File: config.mk
export PLATFORM = sky130hd
export DESIGN_NAME = risc_datapath
export DESIGN_NICKNAME = d
export VERILOG_FILES = /design/src/rtl/risc_pkg.sv /design/src/rtl/risc_alu.sv /design/src/rtl/risc_datapath.sv
export SDC_FILE = /design/constraint.sdc
export NUM_CORES = 1
export LEC_CHECK = 0
export CAP_MARGIN = 0
export CORE_UTILIZATION = 61
export DETAILED_ROUTE_END_ITERATION = 16
export GPL_TIMING_DRIVEN = 0
export PLACE_DENSITY = 0.77
export SLEW_MARGIN = 0
export SYNTH_ARGS = -nofsm -noshare
export SYNTH_HDL_FRONTEND = slang
export SYNTH_HIERARCHICAL = 1
export SYNTH_SLANG_ARGS = --single-unit
File: constraint.sdc
create_clock -name clk -period 14.91 [get_ports clk]
set_input_delay 4.473 -clock clk [delete_from_list [all_inputs] [get_ports clk]]
set_output_delay 4.473 -clock clk [all_outputs]
set_load 0.02 [all_outputs]
File: src/rtl/risc_pkg.sv
// Shared constants for the VeriRisc datapath and controller: opcodes, run states, widths.
package risc_pkg;

    localparam int unsigned AWIDTH_DEF = 5;
    localparam int unsigned DWIDTH_DEF = 8;
    localparam int unsigned OPW        = 3;
    localparam int unsigned PHW        = 3;

    typedef enum logic [OPW-1:0] {
        OP_HLT = 3'd0,
        OP_SKZ = 3'd1,
        OP_ADD = 3'd2,
        OP_AND = 3'd3,
        OP_XOR = 3'd4,
        OP_LDA = 3'd5,
        OP_STO = 3'd6,
        OP_JMP = 3'd7
    } opcode_e;

    typedef enum logic [1:0] {
        ST_IDLE = 2'd0,
        ST_RUN  = 2'd1,
        ST_HALT = 2'd2
    } run_state_e;

endpackage

File: src/rtl/risc_alu.sv
// Combinational accumulator ALU: opcode + AC + bus -> next AC value.
module risc_alu
    import risc_pkg::*;
#(
    parameter int unsigned DWIDTH = DWIDTH_DEF
) (
    input  logic [OPW-1:0]    i_opcode,
    input  logic [DWIDTH-1:0] i_ac,
    input  logic [DWIDTH-1:0] i_bus,
    output logic [DWIDTH-1:0] o_result
);

    // Non-arithmetic opcodes pass the accumulator through unchanged
    always_comb begin
        o_result = i_ac;
        case (i_opcode)
            OP_ADD:  o_result = i_ac + i_bus;
            OP_AND:  o_result = i_ac & i_bus;
            OP_XOR:  o_result = i_ac ^ i_bus;
            OP_LDA:  o_result = i_bus;
            default: o_result = i_ac;
        endcase
    end

endmodule

File: src/rtl/risc_datapath.sv
// VeriRisc execution datapath: run FSM, phase counter, PC, IR, AC, ALU and unified memory.
module risc_datapath
    import risc_pkg::*;
#(
    parameter int unsigned AWIDTH = AWIDTH_DEF,
    parameter int unsigned DWIDTH = DWIDTH_DEF
) (
    input  logic              clk,
    input  logic              rst_n,
    input  logic              sel,
    input  logic              rd,
    input  logic              ld_ir,
    input  logic              inc_pc,
    input  logic              halt,
    input  logic              ld_pc,
    input  logic              data_e,
    input  logic              ld_ac,
    input  logic              wr,
    input  logic              start,
    input  logic              prog_we,
    input  logic [AWIDTH-1:0] prog_addr,
    input  logic [DWIDTH-1:0] prog_data,
    output logic [PHW-1:0]    phase,
    output logic [OPW-1:0]    opcode,
    output logic              zero,
    output logic              running,
    output logic              halted,
    output logic [AWIDTH-1:0] pc,
    output logic [DWIDTH-1:0] ac,
    output logic [DWIDTH-1:0] data
);

    localparam int unsigned DEPTH = 1 << AWIDTH;

    logic [DWIDTH-1:0] r_mem [DEPTH];
    run_state_e        r_state;
    logic [PHW-1:0]    r_phase;
    logic [AWIDTH-1:0] r_pc;
    logic [DWIDTH-1:0] r_ir;
    logic [DWIDTH-1:0] r_ac;
    logic              r_zero;
    logic              r_running;
    logic              r_halted;

    logic              w_run;
    logic [AWIDTH-1:0] w_addr;
    logic [DWIDTH-1:0] w_bus;
    logic [DWIDTH-1:0] w_alu;
    logic [DWIDTH-1:0] w_ac_next;

    assign w_run     = (r_state == ST_RUN);
    assign w_addr    = sel ? r_pc : r_ir[AWIDTH-1:0];
    assign w_bus     = rd ? r_mem[w_addr] : (data_e ? r_ac : '0);
    assign w_ac_next = (w_run && ld_ac) ? w_alu : r_ac;

    risc_alu #(
        .DWIDTH (DWIDTH)
    ) u_alu (
        .i_opcode (r_ir[DWIDTH-1 -: OPW]),
        .i_ac     (r_ac),
        .i_bus    (w_bus),
        .o_result (w_alu)
    );

    // Run FSM plus every architectural register; strobes only act in RUN
    always_ff @(posedge clk) begin
        if (!rst_n) begin
            r_state   <= ST_IDLE;
            r_phase   <= '0;
            r_pc      <= '0;
            r_ir      <= '0;
            r_ac      <= '0;
            r_zero    <= 1'b1;
            r_running <= 1'b0;
            r_halted  <= 1'b0;
        end else begin
            case (r_state)
                ST_IDLE, ST_HALT: begin
                    if (start) begin
                        r_state   <= ST_RUN;
                        r_phase   <= '0;
                        r_running <= 1'b1;
                        r_halted  <= 1'b0;
                    end
                end
                ST_RUN: begin
                    if (ld_ir) begin
                        r_ir <= w_bus;
                    end
                    if (ld_pc) begin
                        r_pc <= r_ir[AWIDTH-1:0];
                    end else if (inc_pc) begin
                        r_pc <= r_pc + AWIDTH'(1);
                    end
                    r_ac   <= w_ac_next;
                    r_zero <= (w_ac_next == '0);
                    // Halt freezes the phase; this cycle's PC/IR/AC updates still land
                    if (halt) begin
                        r_state   <= ST_HALT;
                        r_running <= 1'b0;
                        r_halted  <= 1'b1;
                    end else begin
                        r_phase <= r_phase + PHW'(1);
                    end
                end
                default: begin
                    r_state   <= ST_IDLE;
                    r_running <= 1'b0;
                    r_halted  <= 1'b0;
                end
            endcase
        end
    end

    // Memory is never cleared; machine writes in RUN, host writes otherwise
    always_ff @(posedge clk) begin
        if (rst_n) begin
            if (w_run && wr) begin
                r_mem[w_addr] <= w_bus;
            end else if (!w_run && prog_we) begin
                r_mem[prog_addr] <= prog_data;
            end
        end
    end

    assign phase   = r_phase;
    assign opcode  = r_ir[DWIDTH-1 -: OPW];
    assign zero    = r_zero;
    assign running = r_running;
    assign halted  = r_halted;
    assign pc      = r_pc;
    assign ac      = r_ac;
    assign data    = w_bus;

endmodule

Yosys cells after proc, flatten, opt, wreduce, memory -nomap -nowiden --
Memory sizes are Yosys's and may differ from the RTL's. Index checks and enable logic that the tools add are counted. W data, S select, Z words.
Storage, ports and cells: output and inout port bits 30, bits of input ports 26, memories kept 1, register bits 29, word-level logic and storage cells 66, bits in writable memories 256
Memory list:
- r_mem | words 32, bits a word 8, rd ports 1, clocked after Yosys merged registers in 0, wr ports 1, line risc_datapath.sv:35 | logic [DWIDTH-1:0] r_mem [DEPTH];
Cells by class: multiplexer cells 29, eq/ne operators 9, bitwise logic cells 2, add/subtract/negate cells 3, reduce and logical (&&, ||, !) cells 14
Operators by type and width (number):
- $mux W8 | 4
- $pmux W8 S4 | 1
- $mux W5 | 4
- $mux W1 | 12
- $add A8 B8 Y8 | 1
- $and A8 B8 Y8 | 1
- $logic_not A8 Y1 | 1
- $reduce_or A8 Y1 | 1
- $xor A8 B8 Y8 | 1
- $eq A3 B2 Y1 const B | 2
- $eq A3 B3 Y1 const B | 2
- $mux W3 | 2
- $ne A2 B2 Y1 const B | 3
- $pmux W3 S2 | 1
- $reduce_and A2 Y1 | 3
- $add A5 B1 Y5 const B | 1
- $mux W2 | 2
- $pmux W1 S2 | 2
- $pmux W2 S2 | 1
- $reduce_bool A2 Y1 | 2
- $add A3 B1 Y3 const B | 1
- $logic_and A1 B1 Y1 | 3
- $reduce_and A3 Y1 | 1
- $eq A2 B1 Y1 const B | 1
- 4 further kinds | 4

Logic depth before layout (Yosys ltp) --
Gate-level depths: netlist (run 1).
depth in word-level cells 9, gate-level depth with buffers 21, mapped depth without buffers 18

Modules after synthesis --
Netlist (run 1), hierarchy kept.
By module, submodules not included:
- risc_datapath | area an instance 13609.3 µm², cells each 1172, seq. area each 8247.9 µm², instances 1
- risc_alu | area an instance 683.2 µm², cells each 107, seq. area each 0.0 µm², instances 1

Worst setup path after synthesis (run 1) --
OpenSTA, ideal clock, no wires.
path kind in2out, start point in sel, end point out data[1], buffers on the path 3, stages 8, path slack 4316 ps, arrival 6121 ps, data required time 10437 ps, cell sequence buf_6 -> mux2_4 -> buf_6 -> buf_6 -> a22o_1 -> and3b_1 -> o41ai_1 -> nand3_1
On the way: cells in the longest elaborated chain, start to end 3
RTL lines:
- from (decl) | line risc_datapath.sv:10 | input logic sel,
- $mux W5 | line risc_datapath.sv:52 | assign w_addr = sel ? r_pc : r_ir[AWIDTH-1:0];
- $mem_v2 Z32 W8
- $mux W8 | line risc_datapath.sv:53 | assign w_bus = rd ? r_mem[w_addr] : (data_e ? r_ac : '0);
- to (decl) | line risc_datapath.sv:30 | output logic [DWIDTH-1:0] data
Every way passes these cells.

Worst setup path after layout (run 1) --
start point in sel, end point out data[6]
Same word-level chain as after synthesis.

==> results.cfg, run 1 <==
[clocking]
cts_hold_buf = 0
path_clk_slew_ps = 60
cts-root-buf = clkbuf_16
cts.sinks = 284
clk_latency_ps = 560
htree_levels = 1
cts_resized = 0
cts_tree = built
clk_path_buf_depth = 3
cts_made_buffers = 30
cts_setup_buffers = 0

[global_route]
grt_max_degree = 33
antenna_found_initial = 0
grt_pass1_wl_mm = 61.39
gr-total-overflow = 0
grt_use_total = 0.3457
grt_pass1_vias = 10452

[yosys]
yosys.area.top_type_share = 0.5379
yosys.cell_count.top_type = edfxtp_1
synth_compound_area_frac = 0.1821
synth_ff_type = edfxtp_1
synth_xor_area_frac = 0.003677
syn_avg_cell_area_um2 = 11.17
netlist_top_cells_count = edfxtp_1 (256), nand2b_1 (195), a22oi_1 (97), o21ai_0 (93), a21oi_1 (66)
yosysTopAreaCell = edfxtp_1
synth_cell_type_count = 53
async_flop_share = 0
ys_ff_latch = 284
synth_fa_ha_area_frac = 0.01015
synth_fp_nets = 1316
synthCells = 1279
synth_area_leaders = edfxtp_1 (54%), nand2b_1 (8.5%), a22oi_1 (5.1%)
synthSimpleGateAreaFrac = 0.1672
ys_warn_count = 6
netlist_area_um2 = 14290
synthMuxAreaShare = 0.01655
ys_seq_area_frac = 0.5771
synth-edff-count = 256
synth_top_family_by_area = compound AO/OA/AOI/OAI gates

[final_layout]
layout-drive-gt1-share = 0.07637
fillers = 1615
final_cell_area_um2 = 16180
nNetsFinal = 1401
area_delta_synth_final_pct = 13.18
fin_util = 0.7102
diodes = 0

[pwr]
p_leak_uw = 0.005730
ir_drop_mv = 0.1023
power.density_nw_per_um2 = 110.4

[timing]
fin_ws_ps = 2175
finalHoldViolCount = 0
period_share = 0.8541
final-setup-viol-count = 0
skew_ps = 14.43
rsz0062_at_grt = no
max_freq_ghz = 0.07852
worstMarginPinSlew_ps = 1128
drv_slew = 0
relSlewSlack = 0.2443
tns_ps = 0
period_minus_slack_ps = 12740

[critical_path]
crit_arrival_ps = 8260
crit_required_ps = 10440
max_stage_delay_ps = 820
path_cells = buf_6, buf_6, nor2_1, a31oi_1, buf_2, nor3_1, o41ai_1, nand3_1, clkdlybuf4s50_1
crit_path_top_delay_cell = o41ai_1
cpMostUsedCell = buf_6
worst-setup-path-type = in2out
critPathCaptureType = output port
critPathMaxFanout = 10
start_kind = primary input

[outcome]
outcome = completed

[detailed_routing]
antenna_left = 0
first_iter_violations = 1629
finalWirelength_mm = 41.60
vias_per_cell = 6.641
dr.pass1.iters = 7
vias = 11296
wl_per_cell_um = 24.46
drc_errors = 0

[placement]
routabilityCongestion = 0.9669
dpl_cell_area_um2 = 15210
dp_hpwl_mm = 28.48
place_ws_ps = 2358
io_buffer_count = 53

[job]
drv_cap = 0

[die]
start_util = 0.6275
rows = 55
die_width_um = 155.1
die_height_um = 155.1
io_pins = 56
coreArea_um2 = 22780
die_area_um2 = 24050

[worst_hold_path]
hold_path.class = reg2reg
-- final timing paths --
check	startpoint	end	slack [ps]	cells after the start
worst max-delay path	sel	data[6]	2170	9
worst min-delay path	zero	zero	500	2
worst max register to register	pc[0]	zero	9390	19
worst min register to register	zero	zero	500	2
-- kinds of logic (layout without fill, tap and decap cells) --
kind of cell	Yosys count	count (layout)
simple gates	428	428
mux	22	22
fa+ha+maj	11	11
compound gates	397	397
xor+xnor	6	6
buf+inv	131	240
flops	284	284
-- cells in the final DEF (no fill, tap or decap), types with 3 or more instances in the layout --
cell,n
nand2_1,42
a22oi_1,97
clkbuf_16,31
buf_2,28
nor3b_1,5
xor2_1,4
nor3_1,54
ha_1,10
edfxtp_1,256
o41ai_1,16
clkbuf_1,52
buf_1,4
clkinv_1,7
clkinv_2,9
a22o_1,40
nand2b_1,195
mux2i_1,12
inv_1,35
and3b_1,16
buf_4,4
buf_6,10
nor2_1,51
and2_1,5
nor2b_1,14
clkdlybuf4s50_1,53
o21a_1,3
o22ai_1,49
a21oi_1,66
o21ai_0,93
nand3_1,35
mux2_2,9
dfxtp_1,28
a31oi_1,8
a21boi_0,10
-- layer usage --
metal	vias to the layer above	track usage	share of wire
li1	4993	-	-
met1	5433	0.4863	0.40
met2	737	0.5197	0.44
met3	133	0.05571	0.11
met4	0	0.1839	0.053
met5	-	0	0
-- through the flow --
| stage | hold slack, ps | std cells | power (uW) |
|---|---|---|---|
| after floorplan | 466.2 | 1279 | 1005 |
| after global placement | 481.8 | 1645 | 1063 |
| after detailed placement | 479.6 | 1645 | 1066 |
| after CTS | 500.1 | 1701 | 1781 |
| after global routing | 539.9 | 1701 | 1822 |
| final | 503.7 | 1701 | 1786 |
-- registers in the layout, summed over array words and instances (netlist names) --
signal / cells
zero: 1
r_mem: 256
ac: 8
pc: 5
phase: 3
r_state: 2
r_ir: 8
running: 1
-- power by group --
| group | leakage (uW) | internal [uW] | switching [uW] | total [uW] |
|---|---|---|---|---|
| Combinational | 0.00268 | 54.0 | 109 | 163 |
| Clock | 0.000479 | 421 | 311 | 732 |
| Sequential | 0.00257 | 887 | 3.77 | 890 |
| Total | 0.00573 | 1360 | 424 | 1790 |
-- critical path: cells and delay by family --
| kind | cells | cell delay, ps |
|---|---|---|
| simple gates | 3 | 780 |
| compound gates | 2 | 1630 |
| buf+inv | 4 | 1360 |
-- final cells by class --
class,instances,area (um2),share of cell area
Multi-Input combinational cell,864,5426,0.3354
Buffer,96,486.7,0.03009
Sequential cell,284,8248,0.5099
Inverter,35,131.4,0.008121
Clock inverter,20,147.6,0.009127
Clock buffer,36,814.5,0.05035
Timing Repair Buffer,53,530.5,0.03279
Tap cell,313,391.6,0.02421
Power figures use the tool's default switching activity.
==> run 2, diff against run 1 <==
CTS_BUF_LIST = sky130_fd_sc_hd__clkbuf_4 sky130_fd_sc_hd__clkbuf_8 sky130_fd_sc_hd__clkbuf_16   (was not set)
==> results.cfg, run 2 (same netlist as run 1, synthesis figures left out) <==
[clocking]
cts-root-buf = clkbuf_16
cts.sinks = 284
clk_path_buf_depth = 3
cts_resized = 0
cts_setup_buffers = 0
cts_hold_buf = 0
clk_latency_ps = 560
htree_levels = 1
cts_made_buffers = 30
path_clk_slew_ps = 60
cts_tree = built

[timing]
relSlewSlack = 0.2514
final-setup-viol-count = 0
finalHoldViolCount = 0
rsz0062_at_grt = no
period_minus_slack_ps = 12730
drv_slew = 0
skew_ps = 13.92
tns_ps = 0
period_share = 0.8540
max_freq_ghz = 0.07854
worstMarginPinSlew_ps = 1118

[final_layout]
fillers = 1611
largest-register = r_mem
area_delta_synth_final_pct = 13.26
final_common_cell = edfxtp_1
final_cells = 1701
largest_register_ffs = 256
final_cell_area_um2 = 16190
diodes = 0
layout-drive-gt1-share = 0.07853
nNetsFinal = 1401
layout_common_cells = edfxtp_1 (256), nand2b_1 (195), a22oi_1 (97)

[critical_path]
critPathMaxFanout = 10
timing.rr.start = pc[0]
max_stage_delay_ps = 830
crit_arrival_ps = 8260
crit_required_ps = 10440
worst-setup-path-type = in2out
start_kind = primary input
cpMostUsedCell = buf_6
ff2ff_path_depth = 19
path_cells = buf_6, buf_6, nor2_1, a31oi_1, buf_2, nor3_1, o41ai_1, nand3_1, clkdlybuf4s50_1
r2r_slack_ps = 9350
critPathCaptureType = output port
crit_path_top_delay_cell = o41ai_1
rr_endpoint = zero

[pwr]
power.density_nw_per_um2 = 110.5
p_leak_uw = 0.005740
ir_drop_mv = 0.1025
report.power.total_uw = 1789

[detailed_routing]
finalWirelength_mm = 41.66
vias = 11236
vias_per_cell = 6.606
dr.pass1.iters = 5
wl_per_cell_um = 24.49
antenna_left = 0
drc_errors = 0
first_iter_violations = 1603

[die]
start_util = 0.6275
die_area_um2 = 24050
coreArea_um2 = 22780
die_width_um = 155.1
die_height_um = 155.1
io_pins = 56
rows = 55

[outcome]
outcome = completed

[placement]
io_buffer_count = 53
routabilityCongestion = 0.9669
dp_hpwl_mm = 28.48
dp_cells = 1645
dpl_cell_area_um2 = 15210

[worst_hold_path]
worstHoldStart = zero
min_to = zero
hold_path.class = reg2reg
hold_depth = 2

[job]
drv_cap = 0

[global_route]
antenna_found_initial = 0
grt_use_total = 0.3457
grt_max_degree = 33
grt_pass1_wl_mm = 61.39
grt_pass1_vias = 10451
gr-total-overflow = 0
run 2: changes by cell type in the layout (fill, tap and decap cells not counted):
cell,before,now
clkbuf_1,52,49
clkbuf_4,0,3
run 2: area by class of cell:
class / count / area, um2 / area share
Multi-Input combinational cell: 864 / 5426 / 0.3352
Timing Repair Buffer: 53 / 530.5 / 0.03277
Buffer: 96 / 486.7 / 0.03007
Tap cell: 313 / 391.6 / 0.02419
Clock buffer: 36 / 825.8 / 0.05101
Sequential cell: 284 / 8248 / 0.5095
Clock inverter: 20 / 147.6 / 0.009120
Inverter: 35 / 131.4 / 0.008116
run 2: per-stage QoR:
step | setup WS, ps | hold slack (ps) | utilization
floorplan | 4316 | 466.2 | -
global placement | 2384 | 481.8 | 0.6679
detailed placement | 2358 | 479.6 | 0.6679
CTS | 2350 | 500.1 | 0.7107
global route | 2304 | 539.9 | 0.7107
finish | 2178 | 504.1 | 0.7107
run 2: how the worst max path moves through the flow:
stage                     start       to  slack, ps  cells after the start
after floorplan             sel  data[1]       4320                      8
after global placement      sel  data[6]       2380                      9
after detailed placement    sel  data[6]       2360                      9
after CTS                   sel  data[6]       2350                      9
after global routing        sel  data[5]       2300                      9
final                       sel  data[6]       2180                      9
run 2: power by group:
part           switching [uW]  leakage [uW]  internal (uW)  total (uW)
logic                     110       0.00268           54.0         164
registers                3.78       0.00257            887         890
clock network             308      0.000489            427         735
run 2: worst max-delay path, delay by kind of cell:
| kind | cells | cell delay, ps |
|---|---|---|
| buffers and inverters | 4 | 1350 |
| and+or+nand+nor | 3 | 780 |
| AOI/OAI and AO/OA | 2 | 1640 |
run 2: routing by layer:
layer	track usage	wire, um	up-vias
met5	0	0	-
met4	0.1834	2124	0
met3	0.05571	4429	117
met2	0.5199	18460	695
met1	0.4863	16640	5431
li1	-	-	4993
==> run 3, diff against run 2 <==
SYNTH_HIERARCHICAL = not set   (was 1)
==> results.cfg, run 3 <==
[critical_path]
critPathMaxFanout = 10
worst-setup-path-type = in2out
crit_path_top_delay_cell = mux2i_1
critPathTopFamily = buffers and inverters
critPathCaptureType = output port
cp.depth = 11
crit_arrival_ps = 9100
max_stage_delay_ps = 1160
crit_required_ps = 10440
ff2ff_path_depth = 22
worstPathBufferInverterCount = 4
start_kind = primary input
path_cells = clkdlybuf4s50_1, buf_4, buf_6, mux2i_1, nor2_1, nand3_1, nor2_1, a41oi_1, a31oi_1, o21ai_0, clkdlybuf4s50_1

[detailed_routing]
vias_per_cell = 6.967
drc_errors = 0
antenna_left = 0
first_iter_violations = 1776
wl_per_cell_um = 27.22
vias = 11300
finalWirelength_mm = 44.15
dr.pass1.iters = 6

[final_layout]
layout_common_cells = edfxtp_1 (256), nor2_1 (177), nand2_1 (99)
layout-drive-gt1-share = 0.09463
largest-register = r_mem
nNetsFinal = 1359
area_delta_synth_final_pct = 14.71
final_cell_area_um2 = 15570
final_common_cell = edfxtp_1
largest_register_ffs = 256
diodes = 0
fillers = 1516

[placement]
dp_hpwl_mm = 29.07
dpl_cell_area_um2 = 14590
routabilityCongestion = 0.9640
io_buffer_count = 55

[yosys]
ys_warn_count = 0
netlist_area_um2 = 13580
ys_ff_latch = 284
synth_area_leaders = edfxtp_1 (57%), nor2_1 (5.1%), dfxtp_1 (4.1%)
synth-edff-count = 256
async_flop_share = 0
yosys.cell_count.top_type = edfxtp_1
yosys.area.top_type_share = 0.5662
ys_seq_area_frac = 0.6074
synthCells = 1227
synth_fp_nets = 1266
synth_cell_type_count = 71
yosysTopAreaCell = edfxtp_1
syn_avg_cell_area_um2 = 11.07
netlist_top_cells_count = edfxtp_1 (256), nor2_1 (185), nand2_1 (99), nand3_1 (70), o22ai_1 (65)
synth_ff_type = edfxtp_1

[pwr]
switching_share = 0.2456
cellInternalPower_uw = 1391
p_seq_frac = 0.488
power.density_nw_per_um2 = 118.4
power_frac_comb = 0.114
p_sw_uw = 452.9
ir_drop_mv = 0.09127
report.power.total_uw = 1844
p_leak_uw = 0.005348
pwr-share-clk = 0.399

[die]
die_area_um2 = 22860
start_util = 0.6222
coreArea_um2 = 21820
die_height_um = 151.2
die_width_um = 151.2
rows = 54
io_pins = 56

[timing]
drv_slew = 9
holdWs_ps = 519.8
finalHoldViolCount = 0
worstMarginPinSlew_ps = 1557
skew_ps = 13.55
tns_ps = 0
final-setup-viol-count = 0
period_share = 0.9104
max_freq_ghz = 0.07367
rsz0062_at_grt = no
relSlewSlack = -0.04180
period_minus_slack_ps = 13570

[global_route]
grt_pass1_wl_mm = 63.90
grt_pass1_vias = 10328
grt_max_degree = 33
antenna_found_initial = 1
gr-total-overflow = 0
grt_use_total = 0.3949

[clocking]
cts_hold_buf = 0
cts.sinks = 284
clk_path_buf_depth = 3
clk_latency_ps = 560
cts-root-buf = clkbuf_16
cts_resized = 0
cts_setup_buffers = 0
cts_tree = built
path_clk_slew_ps = 60
htree_levels = 1
cts_made_buffers = 28

[worst_hold_path]
hold_path.class = reg2reg
hold_depth = 2

[outcome]
violations = max-capacitance violations, max-slew violations
outcome = finished with violations

[job]
drv_cap = 3
==> run 3: final cells by class <==
cell class,instances,area [um2],share of cell area
Tap cell,280,350.3,0.02249
Multi-Input combinational cell,843,4931,0.3166
Sequential cell,284,8248,0.5296
Clock inverter,19,196.4,0.01261
Clock buffer,33,755.7,0.04852
Buffer,83,374.1,0.02402
Timing Repair Buffer,63,655.6,0.04210
Inverter,17,63.81,0.004097
==> run 3: metrics by stage <==
stage | utilization | setup slack, ps | std cells
CTS | 0.7120 | 1511 | 1620
floorplan | - | 3962 | 1227
global placement | 0.6635 | 1516 | 1562
finish | 0.7137 | 1337 | 1622
detailed placement | 0.6683 | 1527 | 1568
global route | 0.7137 | 1260 | 1622
==> run 3: cells by family (layout without fill, tap and decap cells) <==
group,count (synthesis),in the layout,synth area share
simple gates,463,463,0.1550
compound gates,336,336,0.1655
flops,284,284,0.6074
buf+inv,100,215,0.03225
mux,26,26,0.02405
fa+ha+maj,13,13,0.01253
xor+xnor,5,5,0.003225
==> run 3: metal layers <==
| metal | vias to the layer above | track usage | routed length [um] |
|---|---|---|---|
| met4 | 0 | 0.2310 | 2670 |
| met2 | 982 | 0.5954 | 19520 |
| met3 | 190 | 0.1133 | 6721 |
| li1 | 4843 | - | - |
| met5 | - | 0 | 0 |
| met1 | 5285 | 0.5098 | 15240 |
==> run 3: worst min-delay path: stages, from the launching register on <==
cell and delay (ps):
dfxtp_1 310, a21oi_1 120, nor2b_1 50
==> run 3: worst paths after layout <==
check,start,endpoint,slack [ps]
worst max-delay path,sel,data[4],1340
worst min-delay path,running,running,520
worst max register to register,pc[0],zero,8830
worst min register to register,running,running,520
==> run 3: power by group through the flow <==
stage	Combinational, uW	Sequential (uW)	Clock [uW]
2_1_floorplan	118	918	0
3_3_place_gp	189	918	0
3_5_place_dp	200	917	0
4_1_cts	202	900	730
5_1_grt	221	900	758
6_report	209	900	735
